$ cat src/rtl/servo_pkg.sv
// Shared servo definitions: capture FSM states, servo frame length and default sizing.
// Imported by pwm_capture and the servo drive blocks.
package servo_pkg;

  typedef enum logic [1:0] {
    IDLE,
    ARMED,
    HIGH,
    LOW
  } cap_state_t;

  localparam int SERVO_PERIOD_CYCLES = 2000000;
  localparam int DEFAULT_TIMEOUT     = 2 * SERVO_PERIOD_CYCLES;
  localparam int DEFAULT_CNT_W       = 32;

endpackage

$ cat src/rtl/pwm_capture_sync.sv
// Input conditioning for pwm_capture: 2-flop synchronizer, optional glitch filter
// (enabled by PWM_CAPTURE_FILTER_EN) and rise/fall detection on the conditioned level.
module pwm_input_sync #(
  parameter int FILTER_LEN = 4
) (
  input  logic clock_clk,
  input  logic reset_low,
  input  logic pwm_in,
  output logic level,
  output logic rise,
  output logic fall,
  output logic ready
);

`ifdef PWM_CAPTURE_FILTER_EN
  localparam bit FILTER_EN = 1'b1;
`else
  localparam bit FILTER_EN = 1'b0;
`endif
  // The flops reset to 0, so level reads a fake low until real input has flushed through.
  localparam int PRIME_CYC = 2 + (FILTER_EN ? FILTER_LEN : 0);
  localparam int PRIME_W   = $clog2(PRIME_CYC + 1);

  logic               s1_p0;
  logic               s2_p1;
  logic               prev_p2;
  logic [PRIME_W-1:0] prime_cnt;

  // Stage p0/p1: synchronizer; p2: previous conditioned level
  always_ff @(posedge clock_clk) begin
    if (!reset_low) begin
      s1_p0     <= 1'b0;
      s2_p1     <= 1'b0;
      prev_p2   <= 1'b0;
      prime_cnt <= '0;
    end else begin
      s1_p0   <= pwm_in;
      s2_p1   <= s1_p0;
      prev_p2 <= level;
      if (!ready) prime_cnt <= prime_cnt + 1'b1;
    end
  end

  assign ready = (prime_cnt == PRIME_W'(PRIME_CYC));

`ifdef PWM_CAPTURE_FILTER_EN
  localparam int RUN_W = $clog2(FILTER_LEN) + 1;

  logic             filt_p2;
  logic [RUN_W-1:0] run_cnt_p2;

  // Stage p2: level flips only after FILTER_LEN consecutive samples of the new value
  always_ff @(posedge clock_clk) begin
    if (!reset_low) begin
      filt_p2    <= 1'b0;
      run_cnt_p2 <= '0;
    end else if (s2_p1 != filt_p2) begin
      if (run_cnt_p2 == RUN_W'(FILTER_LEN - 1)) begin
        filt_p2    <= s2_p1;
        run_cnt_p2 <= '0;
      end else begin
        run_cnt_p2 <= run_cnt_p2 + 1'b1;
      end
    end else begin
      run_cnt_p2 <= '0;
    end
  end

  assign level = filt_p2;
`else
  assign level = s2_p1;
`endif

  assign rise = level & ~prev_p2;
  assign fall = ~level & prev_p2;

endmodule

$ cat src/rtl/pwm_capture.sv
// PWM capture: measures high time and rise-to-rise period in clock cycles.
// Optional input glitch filter selected with `define PWM_CAPTURE_FILTER_EN.
module pwm_capture
  import servo_pkg::*;
#(
  parameter int CNT_W      = DEFAULT_CNT_W,
  parameter int TIMEOUT    = DEFAULT_TIMEOUT,
  parameter int FILTER_LEN = 4
) (
  input  logic             clock_clk,
  input  logic             reset_low,
  input  logic             pwm_in,
  output logic [CNT_W-1:0] pulse_time,
  output logic [CNT_W-1:0] period_time,
  output logic             sample_valid,
  output logic             signal_lost
);

  localparam logic [CNT_W-1:0] TIMEOUT_C = CNT_W'(TIMEOUT);

  logic             level;
  logic             rise;
  logic             fall;
  logic             ready;
  cap_state_t       state;
  logic [CNT_W-1:0] cnt;
  logic [CNT_W-1:0] high_lat;

  pwm_input_sync #(
    .FILTER_LEN(FILTER_LEN)
  ) u_sync (
    .clock_clk(clock_clk),
    .reset_low(reset_low),
    .pwm_in   (pwm_in),
    .level    (level),
    .rise     (rise),
    .fall     (fall),
    .ready    (ready)
  );

  // Stage p3: counter, FSM and output registers
  always_ff @(posedge clock_clk) begin
    if (!reset_low) begin
      state        <= IDLE;
      cnt          <= '0;
      high_lat     <= '0;
      pulse_time   <= '0;
      period_time  <= '0;
      sample_valid <= 1'b0;
      signal_lost  <= 1'b0;
    end else begin
      sample_valid <= 1'b0;
      if (rise)                   cnt <= CNT_W'(1);
      else if (cnt != TIMEOUT_C)  cnt <= cnt + 1'b1;

      // An edge seen in the same cycle as the timeout takes priority.
      case (state)
        IDLE:  if (ready && !level) state <= ARMED;
        ARMED: if (rise) state <= HIGH;
        HIGH: begin
          if (fall) begin
            high_lat <= cnt;
            state    <= LOW;
          end else if (cnt == TIMEOUT_C) begin
            signal_lost <= 1'b1;
            state       <= IDLE;
          end
        end
        LOW: begin
          if (rise) begin
            pulse_time   <= high_lat;
            period_time  <= cnt;
            sample_valid <= 1'b1;
            signal_lost  <= 1'b0;
            state        <= HIGH;
          end else if (cnt == TIMEOUT_C) begin
            signal_lost <= 1'b1;
            state       <= IDLE;
          end
        end
        default: state <= IDLE;
      endcase
    end
  end

endmodule

$ cat config.mk
export PLATFORM = sky130hd
export DESIGN_NAME = pwm_capture
export DESIGN_NICKNAME = d
export VERILOG_FILES = /design/src/rtl/servo_pkg.sv /design/src/rtl/pwm_capture_sync.sv /design/src/rtl/pwm_capture.sv
export SDC_FILE = /design/constraint.sdc
export NUM_CORES = 1
export LEC_CHECK = 0
export CORE_ASPECT_RATIO = 2
export CORE_MARGIN = 1
export CORE_UTILIZATION = 54
export DETAILED_ROUTE_END_ITERATION = 12
export PLACE_DENSITY = 0.83
export SYNTH_ARGS = -nofsm -noshare
export SYNTH_HDL_FRONTEND = slang
export SYNTH_SLANG_ARGS = --single-unit
$ cat constraint.sdc
create_clock -name clock_clk -period 2.3 [get_ports clock_clk]
set_clock_uncertainty 0.05 [all_clocks]
set_input_delay 0.23 -clock clock_clk [delete_from_list [all_inputs] [get_ports clock_clk]]
set_output_delay 0.23 -clock clock_clk [all_outputs]
set_load 0.02 [all_outputs]
==> impl_metrics.yaml <==
die:
  core_area_um2: 9450
  die_area_um2: 10300
  initial_utilization: 0.563
  io_pins: 69
  die_h_um: 142
  rows: 50
  die_w_um: 72.2
clocking:
  clk_latency_ns: 0.41
  cts_setup_buffers: 0
  clock-root-buffer: "clkbuf_16"
  h-tree-depth: 4
  cts_sinks: 137
  clk_pin_slew_worst_paths_ns: 0.05
  numCtsBuffers: 17
  ctsHoldBuffers: 0
  cts_resized: 0
  clockBufferDepth: 2
  cts_tree: "done"
global_routing:
  grt_pass1_vias: 4462
  antenna_found_initial: 0
  grt.total_usage: 0.253
  grt_pass1_wl_um: 20700
  globalRoute.totalOverflow: 0
  grt_max_degree: 57
pwr:
  powerDensity_nw_per_um2: 814
  power_leakage_nw: 2.19
  ir_drop_uv: 563
drt:
  vias_per_cell: 5.59
  vias: 4740
  drc: 0
  drt-total-wl_um: 12300
  dr.first_iter.drc_count: 306
  first_pass_iters: 5
  wire_per_inst_um: 14.5
  drtAntennaViolNets: 0
run_status:
  status: "finished, final reports clean"
critical_path:
  critPathCaptureType: "flip-flop"
  crit_fanout: 14
  r2r_end: "cnt[20]$_SDFFE_PP0N_"
  r2r_slack_ns: 0.21
  cp-start-kind: "flip-flop"
  worstSetupPathType: "reg2reg"
  r2r-start: "cnt[0]$_SDFFE_PN0P_"
  path_cells: "ha_1 -> and4_4 -> nand4_2 -> or4_1 -> a21oi_1"
  crit_required_ns: 2.59
  slowest_stage: "or4_1"
  cp_data_arrival_time_ns: 2.38
  reg2reg_depth: 5
  critPathBufInv: 0
  critPathTopFamily: "simple AND/OR/NAND/NOR gates"
  slowest_delay_ns: 0.55
sta:
  finalSetupViolations: 0
  grt_setup_unrepaired: "false"
  finalCriticalPeriod_ns: 2.09
  clock.fmax_mhz: 478
  setup-tns-final_ns: 0
  fin_crit_sh: 0.909
  worst_pin_slew_ns: 0.562
  hold_viol: 0
  drv_slew: 0
  slew_headroom: 0.625
hold_path:
  hold_path_startpoint: "pwm_in"
  min_path_cells: 2
  whs_endpoint: "u_sync.s1_p0$_SDFF_PN0_"
  hp-class: "in2reg"
logic_synthesis:
  yosysMostFrequentCell: "nand2_1"
  synth_top_area_frac: 0.515
  yosys_register_bits: 137
  yosysTopAreaCell: "dfxtp_1"
  netlist_area_um2: 5320
  synth_edf_count: 0
  async_flop_share: 0
  synth_area_per_cell_um2: 8.10
  yosysSeqAreaShare: 0.515
  synth_cell_types: 40
  ys_warn_count: 0
  synthTopCellsByArea: "dfxtp_1, nand2_1, a21oi_1, clkbuf_1, o31ai_1"
  ys.flop_type: "dfxtp_1"
  synth_commonest_cells: "nand2_1, dfxtp_1, a21oi_1"
  syn-num-nets: 663
  synth_cells: 657
place:
  hpwl_um: 8120
  gp_congestion: 0.928
  place_area_um2: 6040
  io_buffer_count: 68
flow_run:
  cap_violations: 0
final_layout:
  num_antenna_cells: 0
  fin_area_um2: 6650
  nNetsFinal: 713
  fill_cells: 733
  syn2layout_area_growth_pct: 25.0
  drive_gt1_frac: 0.0724
[cell usage in the layout, fill, tap and decap left out, types with 8 or more instances in the layout]
cell,synthesis,routed
dfxtp_1,137,137
nand3_1,12,11
nand2_1,204,204
nor4_1,8,8
xor2_1,8,8
a21oi_1,120,120
clkdlybuf4s50_1,0,68
o31ai_1,12,12
o21ai_0,9,9
or4_1,12,12
nand4_1,10,10
nor2_1,17,17
clkbuf_16,0,17
buf_4,2,11
[routing by layer]
metal	wire [um]	global-route usage	up-vias	share of wire
li1	-	-	2317	-
met1	4880	0.282	2236	0.40
met2	6430	0.444	155	0.52
met3	542	0.0524	32	0.044
met4	427	0.127	0	0.035
met5	0	0	-	0
[stage by stage]
| step | hold WS [ns] | std cells | total power, W | util | setup WS [ns] |
|---|---|---|---|---|---|
| finish | 0.355 | 848 | 0.00542 | 0.704 | 0.209 |
| global route | 0.353 | 848 | 0.00557 | 0.704 | 0.0435 |
| CTS | 0.348 | 848 | 0.00544 | 0.704 | 0.232 |
| detailed placement | 0.382 | 818 | 0.00264 | 0.639 | 0.253 |
| global placement | 0.377 | 818 | 0.00262 | 0.639 | 0.360 |
| floorplan | 0.302 | 657 | 0.00260 | - | 0.529 |
[power by group]
| part | leakage, nW | switching [W] | internal [W] |
|---|---|---|---|
| Clock | 0.296 | 0.000993 | 0.00183 |
| Sequential | 1.10 | 0.0000306 | 0.00240 |
| Combinational | 0.792 | 0.0000980 | 0.0000597 |
| Total | 2.19 | 0.00112 | 0.00430 |
[state kept, by name (all words and copies together), names as in the netlist]
signal and count:
cnt 32, high_lat 32, period_time 32, pulse_time 32, state 2, u_sync.prime_cnt 2, sample_valid 1, signal_lost 1
u_sync.level 1, u_sync.prev_p2 1, u_sync.s1_p0 1
[layout make-up]
class / instances / area [um2] / share of cell area
repair buffers: 80 / 783 / 0.118
well taps: 130 / 163 / 0.0244
clock buffers: 19 / 443 / 0.0666
clock inverters: 11 / 171 / 0.0258
multi-input cells: 463 / 2320 / 0.349
inverters: 8 / 30.0 / 0.00451
flip-flops and latches: 137 / 2740 / 0.412
[worst max path at each step]
| stage | from | endpoint | slack, ns | cells after the start |
|---|---|---|---|---|
| floorplan | cnt[1]$_SDFFE_PP0N_ | cnt[24]$_SDFFE_PP0N_ | 0.53 | 6 |
| finish | cnt[0]$_SDFFE_PN0P_ | cnt[20]$_SDFFE_PP0N_ | 0.21 | 5 |
| CTS | cnt[1]$_SDFFE_PP0N_ | cnt[20]$_SDFFE_PP0N_ | 0.23 | 5 |
| detailed placement | cnt[0]$_SDFFE_PN0P_ | cnt[20]$_SDFFE_PP0N_ | 0.25 | 5 |
| global route | cnt[0]$_SDFFE_PN0P_ | cnt[30]$_SDFFE_PP0N_ | 0.04 | 5 |
| global placement | cnt[0]$_SDFFE_PN0P_ | cnt[20]$_SDFFE_PP0N_ | 0.36 | 5 |
[worst reg2reg max path, cell delays in order (launching register included)]
cell,delay (ns)
dfxtp_1,0.46
ha_1,0.25
and4_4,0.27
nand4_2,0.29
or4_1,0.55
a21oi_1,0.16
[kinds of logic (layout without fill, tap and decap cells)]
group / count (synthesis) / in the layout / share of synthesized area
compound gates: 149 / 149 / 0.150
xor+xnor: 11 / 11 / 0.0181
fa+ha+maj: 3 / 3 / 0.00705
buf+inv: 57 / 118 / 0.0496
flops: 137 / 137 / 0.515
simple gates: 300 / 300 / 0.260
Power figures use the tool's default switching activity.
